<file path="src/rtl/serial_add_ctrl_pkg.sv">
// Shared definitions for the bit-serial adder controller: FSM encoding and
// counter sizing.
package serial_add_ctrl_pkg;

    typedef enum logic [1:0] {
        StIdle = 2'd0,
        StRun  = 2'd1,
        StDone = 2'd2
    } state_e;

    // Bit-counter width; never below one bit so the counter always exists.
    function automatic int unsigned cnt_w(input int unsigned width);
        return (width < 2) ? 1 : $clog2(width);
    endfunction

endpackage

</file>
<file path="src/rtl/serial_add_ctrl_if.sv">
// Handshake and operand/result bundle of the bit-serial adder controller.
interface serial_add_ctrl_if #(
    parameter int unsigned WIDTH = 8
) ();

    logic             start;
    logic [WIDTH-1:0] a;
    logic [WIDTH-1:0] b;
    logic             c_in;
    logic             busy;
    logic             done;
    logic [WIDTH-1:0] sum;
    logic             c_out;

    modport master (
        output start, a, b, c_in,
        input  busy, done, sum, c_out
    );

    modport slave (
        input  start, a, b, c_in,
        output busy, done, sum, c_out
    );

endinterface

</file>
<file path="src/rtl/serial_add_ctrl_fa.sv">
// Single full-adder cell; the only arithmetic in the serial adder datapath.
module serial_add_ctrl_fa (
    input  logic x,
    input  logic y,
    input  logic c_in,
    output logic s,
    output logic c_out
);

    assign s     = x ^ y ^ c_in;
    assign c_out = (x & y) | (c_in & (x ^ y));

endmodule

</file>
<file path="src/rtl/serial_add_ctrl.sv">
// Bit-serial adder controller: one full-adder cell evaluated once per clock,
// LSB first, with start/busy/done handshake and registered result.
module serial_add_ctrl
    import serial_add_ctrl_pkg::*;
#(
    parameter int unsigned WIDTH = 8
) (
    input logic             clk,
    input logic             rst,
    serial_add_ctrl_if.slave bus
);

    localparam int unsigned CntW = cnt_w(WIDTH);
    localparam logic [CntW-1:0] CntLast = CntW'(WIDTH - 1);

    state_e           state_q, state_d;
    logic [WIDTH-1:0] a_sh_q, a_sh_d;
    logic [WIDTH-1:0] b_sh_q, b_sh_d;
    logic [WIDTH-2:0] acc_q, acc_d;
    logic             carry_q, carry_d;
    logic [CntW-1:0]  cnt_q, cnt_d;
    logic [CntW-1:0]  cnt_inc;
    logic [WIDTH-1:0] sum_q, sum_d;
    logic             c_out_q, c_out_d;
    logic             fa_s, fa_co;
    logic             inc_c;

    serial_add_ctrl_fa u_fa (
        .x     (a_sh_q[0]),
        .y     (b_sh_q[0]),
        .c_in  (carry_q),
        .s     (fa_s),
        .c_out (fa_co)
    );

    // Ripple incrementer built from XOR/AND so the full adder stays the sole adder.
    always_comb begin
        cnt_inc = '0;
        inc_c   = 1'b1;
        for (int i = 0; i < int'(CntW); i++) begin
            cnt_inc[i] = cnt_q[i] ^ inc_c;
            inc_c      = inc_c & cnt_q[i];
        end
    end

    always_comb begin
        state_d = state_q;
        a_sh_d  = a_sh_q;
        b_sh_d  = b_sh_q;
        acc_d   = acc_q;
        carry_d = carry_q;
        cnt_d   = cnt_q;
        sum_d   = sum_q;
        c_out_d = c_out_q;
        case (state_q)
            StIdle, StDone: begin
                if (bus.start) begin
                    a_sh_d  = bus.a;
                    b_sh_d  = bus.b;
                    carry_d = bus.c_in;
                    acc_d   = '0;
                    cnt_d   = '0;
                    state_d = StRun;
                end else begin
                    state_d = StIdle;
                end
            end
            StRun: begin
                carry_d = fa_co;
                a_sh_d  = a_sh_q >> 1;
                b_sh_d  = b_sh_q >> 1;
                // The newest sum bit enters at the top; the final bit completes the word.
                acc_d   = (WIDTH-1)'({fa_s, acc_q} >> 1);
                cnt_d   = cnt_inc;
                if (cnt_q == CntLast) begin
                    sum_d   = {fa_s, acc_q};
                    c_out_d = fa_co;
                    state_d = StDone;
                end
            end
            default: state_d = StIdle;
        endcase
    end

    always_ff @(posedge clk) begin
        if (rst) begin
            state_q <= StIdle;
            a_sh_q  <= '0;
            b_sh_q  <= '0;
            acc_q   <= '0;
            carry_q <= 1'b0;
            cnt_q   <= '0;
            sum_q   <= '0;
            c_out_q <= 1'b0;
        end else begin
            state_q <= state_d;
            a_sh_q  <= a_sh_d;
            b_sh_q  <= b_sh_d;
            acc_q   <= acc_d;
            carry_q <= carry_d;
            cnt_q   <= cnt_d;
            sum_q   <= sum_d;
            c_out_q <= c_out_d;
        end
    end

    assign bus.busy  = (state_q == StRun);
    assign bus.done  = (state_q == StDone);
    assign bus.sum   = sum_q;
    assign bus.c_out = c_out_q;

endmodule

</file>
<file path="src/flat_wrapper.sv">
// flat-port wrapper written by rule: the top's interface ports become plain ports
module serial_add_ctrl_flat import serial_add_ctrl_pkg::*;
#(
    parameter int unsigned WIDTH = 8
)
  (clk, rst, bus_start, bus_a, bus_b, bus_c_in, bus_busy, bus_done, bus_sum, bus_c_out);
  serial_add_ctrl_if #(.WIDTH(WIDTH)) bus_i ();
  input logic clk;
  input logic rst;
  input wire logic [$bits(bus_i.start)-1:0] bus_start;
  input wire logic [$bits(bus_i.a)-1:0] bus_a;
  input wire logic [$bits(bus_i.b)-1:0] bus_b;
  input wire logic [$bits(bus_i.c_in)-1:0] bus_c_in;
  output wire logic [$bits(bus_i.busy)-1:0] bus_busy;
  output wire logic [$bits(bus_i.done)-1:0] bus_done;
  output wire logic [$bits(bus_i.sum)-1:0] bus_sum;
  output wire logic [$bits(bus_i.c_out)-1:0] bus_c_out;
  assign bus_i.start = bus_start;
  assign bus_i.a = bus_a;
  assign bus_i.b = bus_b;
  assign bus_i.c_in = bus_c_in;
  assign bus_busy = bus_i.busy;
  assign bus_done = bus_i.done;
  assign bus_sum = bus_i.sum;
  assign bus_c_out = bus_i.c_out;
  serial_add_ctrl #(.WIDTH(WIDTH)) u_core (.clk(clk), .rst(rst), .bus(bus_i));
endmodule
</file>
<file path="config.mk">
export PLATFORM = sky130hd
export DESIGN_NAME = serial_add_ctrl_flat
export DESIGN_NICKNAME = d
export VERILOG_FILES = /design/src/rtl/serial_add_ctrl_pkg.sv /design/src/rtl/serial_add_ctrl_if.sv /design/src/rtl/serial_add_ctrl_fa.sv /design/src/rtl/serial_add_ctrl.sv /design/src/flat_wrapper.sv
export SDC_FILE = /design/constraint.sdc
export NUM_CORES = 1
export LEC_CHECK = 0
export CORE_AREA = 2 2 62 64
export DETAILED_ROUTE_END_ITERATION = 10
export DIE_AREA = 0 0 64 66
export GPL_ROUTABILITY_DRIVEN = 0
export GPL_TIMING_DRIVEN = 1
export PLACE_DENSITY = 0.8
export SLEW_MARGIN = 0
export SYNTH_ARGS = -nofsm -noshare
export SYNTH_HDL_FRONTEND = slang
export SYNTH_HIERARCHICAL = 1
export SYNTH_SLANG_ARGS = --single-unit
</file>
<file path="constraint.sdc">
create_clock -name clk -period 2.7 [get_ports clk]
set_input_delay 0.405 -clock clk [delete_from_list [all_inputs] [get_ports clk]]
set_output_delay 0.405 -clock clk [all_outputs]
set_load 0.01 [all_outputs]
</file>
==> metrics.yaml <==
synth_xor_area_share_pct: 0
max_freq_mhz: 481.8
synthTopCellsByArea: "dfxtp_1 46%, nand2_1 11%, a311oi_2 6.3%"
critPathKind: "reg -> out"
slew_violations: 0
dr_total_vias: 1336
post_drt_wl_per_cell_um: 11.63
worstHoldPathType: "reg -> reg"
rows: 22
synth_top_area_share_pct: 45.96
dpl.hpwl_um: 1931
slowest_delay_ns: 0.60
syn_nets: 213
start_util_pct: 46.62
final_cell_area_mm2: 0.001968
htree_levels: 2
rsz0062_at_grt: "no"
syn_area_per_cell_um2: 8.712
synthMuxAreaShare_pct: 0
grt_usage_pct: 15.68
crit_buf_inv: 2
yosysTopAreaCell: "dfxtp_1"
drc: 0
async_reset_ff_share_pct: 0
ir_worst_vdd_v: 0.0002488
slowest_stage: "clkdlybuf4s50_1"
synth_edf_count: 0
power.density_mw_per_mm2: 529.3
syn_area_mm2: 0.001655
crit_fanout: 20
worstPathArrival_ns: 1.67
grt_pass1_wl_um: 5175
synth-compound-area-share_pct: 19.43
pin_count: 31
gr-total-overflow: 0
finalCritPeriodShare_pct: 76.88
drt_pre_antenna_iters: 4
final_layout_size_suffix_gt1_share_pct: 12.68
yosysMostFrequentCell: "nand2_1"
die_x_um: 64
yosys-top-cells-count: "50 x nand2_1, 38 x dfxtp_1, 21 x nand3_1, 17 x nor2_1, 12 x a21oi_1"
crit_path_end_kind: "output pin"
clock-root-buffer: "clkbuf_4"
synth-seq-area-share_pct: 45.96
start_kind: "register"
synth_ff_type: "dfxtp_1"
setup_viol: 0
drtAntennaViolNets: 0
io_buffer_count: 30
drt_iter0_markers: 54
die_h_um: 66
ys_ff_latch: 38
final_nets: 237
min_from: "u_core/bus.sum[2]$_SDFFE_PP0P_"
post-route-min-period_ns: 2.076
postPlaceCellArea_mm2: 0.001917
p_leak_uw: 0.0006814
ctsResizeCount: 0
fillers: 336
worst-slew-pin-transition_ns: 0.4781
cts-buffers-inserted: 5
fin_tns_setup_ns: 0
cts_tree: "yes"
core_area_mm2: 0.003551
wl_um: 3036
synth-adder-area-share_pct: 2.721
crit_family: "buffers and inverters"
status: "complete, no violations"
cts_sinks: 38
r2r_start: "u_core/cnt_q[0]$_SDFFE_PP0P_"
crit_start: "u_core/state_q[0]$_SDFFE_PP0P_"
synth_top_family_by_area: "simple AND/OR/NAND/NOR gates"
syn2layout_area_growth_pct: 18.90
hold_violations: 0
clk_latency_ns: 0.34
grt_antenna_before_repair: 0
clk_pin_slew_worst_paths_ns: 0.10
antenna_cells: 0
grt_max_degree: 44
synth.lib_cells_used.distinct: 21
synth-simple-area-share_pct: 23.89
cts_setup_buffers: 0
relSlewSlack_pct: 68.12
dieArea_mm2: 0.004224
cp_cell_sequence: "nand2b_1, inv_2, clkdlybuf4s50_1"
ys_warn_count: 6
viasPerCell: 5.119
worst_clock_skew_ns: 0.005138
hold_buffers: 0
first_global_vias: 1161
cap_violations: 0
clockBufferDepth: 2
power.total_uw: 1042
worst-endpoint-required_ns: 2.30
postSynthCellCount: 190
## state kept, by name (all words and copies together), names as in the netlist
signal	count
u_core/a_sh_q	8
u_core/b_sh_q	8
u_core/state_q	2
u_core/bus.sum	8
u_core/bus.c_out	1
u_core/acc_q	7
u_core/cnt_q	3
u_core/carry_q	1
## cells in the final DEF (no fill, tap or decap)
| cell | synthesis | final |
|---|---|---|
| a21oi_1 | 12 | 12 |
| a21oi_2 | 9 | 9 |
| a311oi_1 | 8 | 8 |
| a311oi_2 | 7 | 7 |
| buf_4 | 3 | 4 |
| clkbuf_4 | 0 | 5 |
| clkbuf_8 | 0 | 1 |
| clkdlybuf4s50_1 | 0 | 30 |
| dfxtp_1 | 38 | 38 |
| fa_1 | 1 | 1 |
| ha_1 | 2 | 2 |
| inv_2 | 1 | 1 |
| nand2_1 | 50 | 50 |
| nand2b_1 | 3 | 3 |
| nand3_1 | 21 | 21 |
| nand3b_1 | 1 | 1 |
| nor2_1 | 17 | 17 |
| nor2b_1 | 2 | 2 |
| o21a_1 | 1 | 1 |
## routing by layer
metal	vias up	routed length, um	global-route usage, %
met5	-	0	0
met4	0	41	4.891
met3	6	137	5.622
met2	33	1414	25.65
met1	604	1443	19.22
li1	693	-	-
## cell families after synthesis
family / Yosys count
DFF: 38
and+or+nand+nor: 94
adders and majority gates: 3
AOI/OAI and AO/OA: 37
buffers and inverters: 18
## final cells by class
class / count / area (um^2) / area share, %
clock buffer: 6 / 51.30 / 2.606
multi-input combinational: 134 / 762.0 / 38.72
inverter: 1 / 3.754 / 0.1907
timing repair buffer: 34 / 330.3 / 16.78
tap: 48 / 60.06 / 3.051
sequential: 38 / 760.7 / 38.65
## path summary, 6_finish.rpt
path | slack [ns] | cells after the start | endpoint
hold / removal | 0.46 | 2 | u_core/bus.sum[2]$_SDFFE_PP0P_
setup reg to reg | 1.06 | 5 | u_core/bus.sum[4]$_SDFFE_PP0P_
setup / recovery | 0.62 | 3 | bus_busy
hold reg to reg | 0.46 | 2 | u_core/bus.sum[2]$_SDFFE_PP0P_
## through the flow
step,worst slack [ns],hold slack [ns],util (%),cells
5_1_grt,0.4946,0.4740,55.43,261
3_5_place_dp,0.9911,0.4459,53.98,255
3_3_place_gp,1.009,0.4425,53.98,255
2_1_floorplan,1.457,0.4438,-,190
6_report,0.6242,0.4602,55.43,261
4_1_cts,0.5922,0.4605,55.43,261
## report_power, final
part	internal [uW]	total [uW]	leakage (uW)	switching, uW
registers	589	605	0.000310	16.6
logic	67.0	150	0.000341	83.2
clock network	117	286	0.0000302	169
total	773	1040	0.000681	268
## worst reg2reg max path, cell delays in order (launching register included)
cell,delay (ns)
dfxtp_1,0.36
ha_1,0.16
ha_1,0.39
nand3b_1,0.37
nand2_1,0.17
a21oi_1,0.07
No activity file was read; power rests on OpenSTA's default activity.
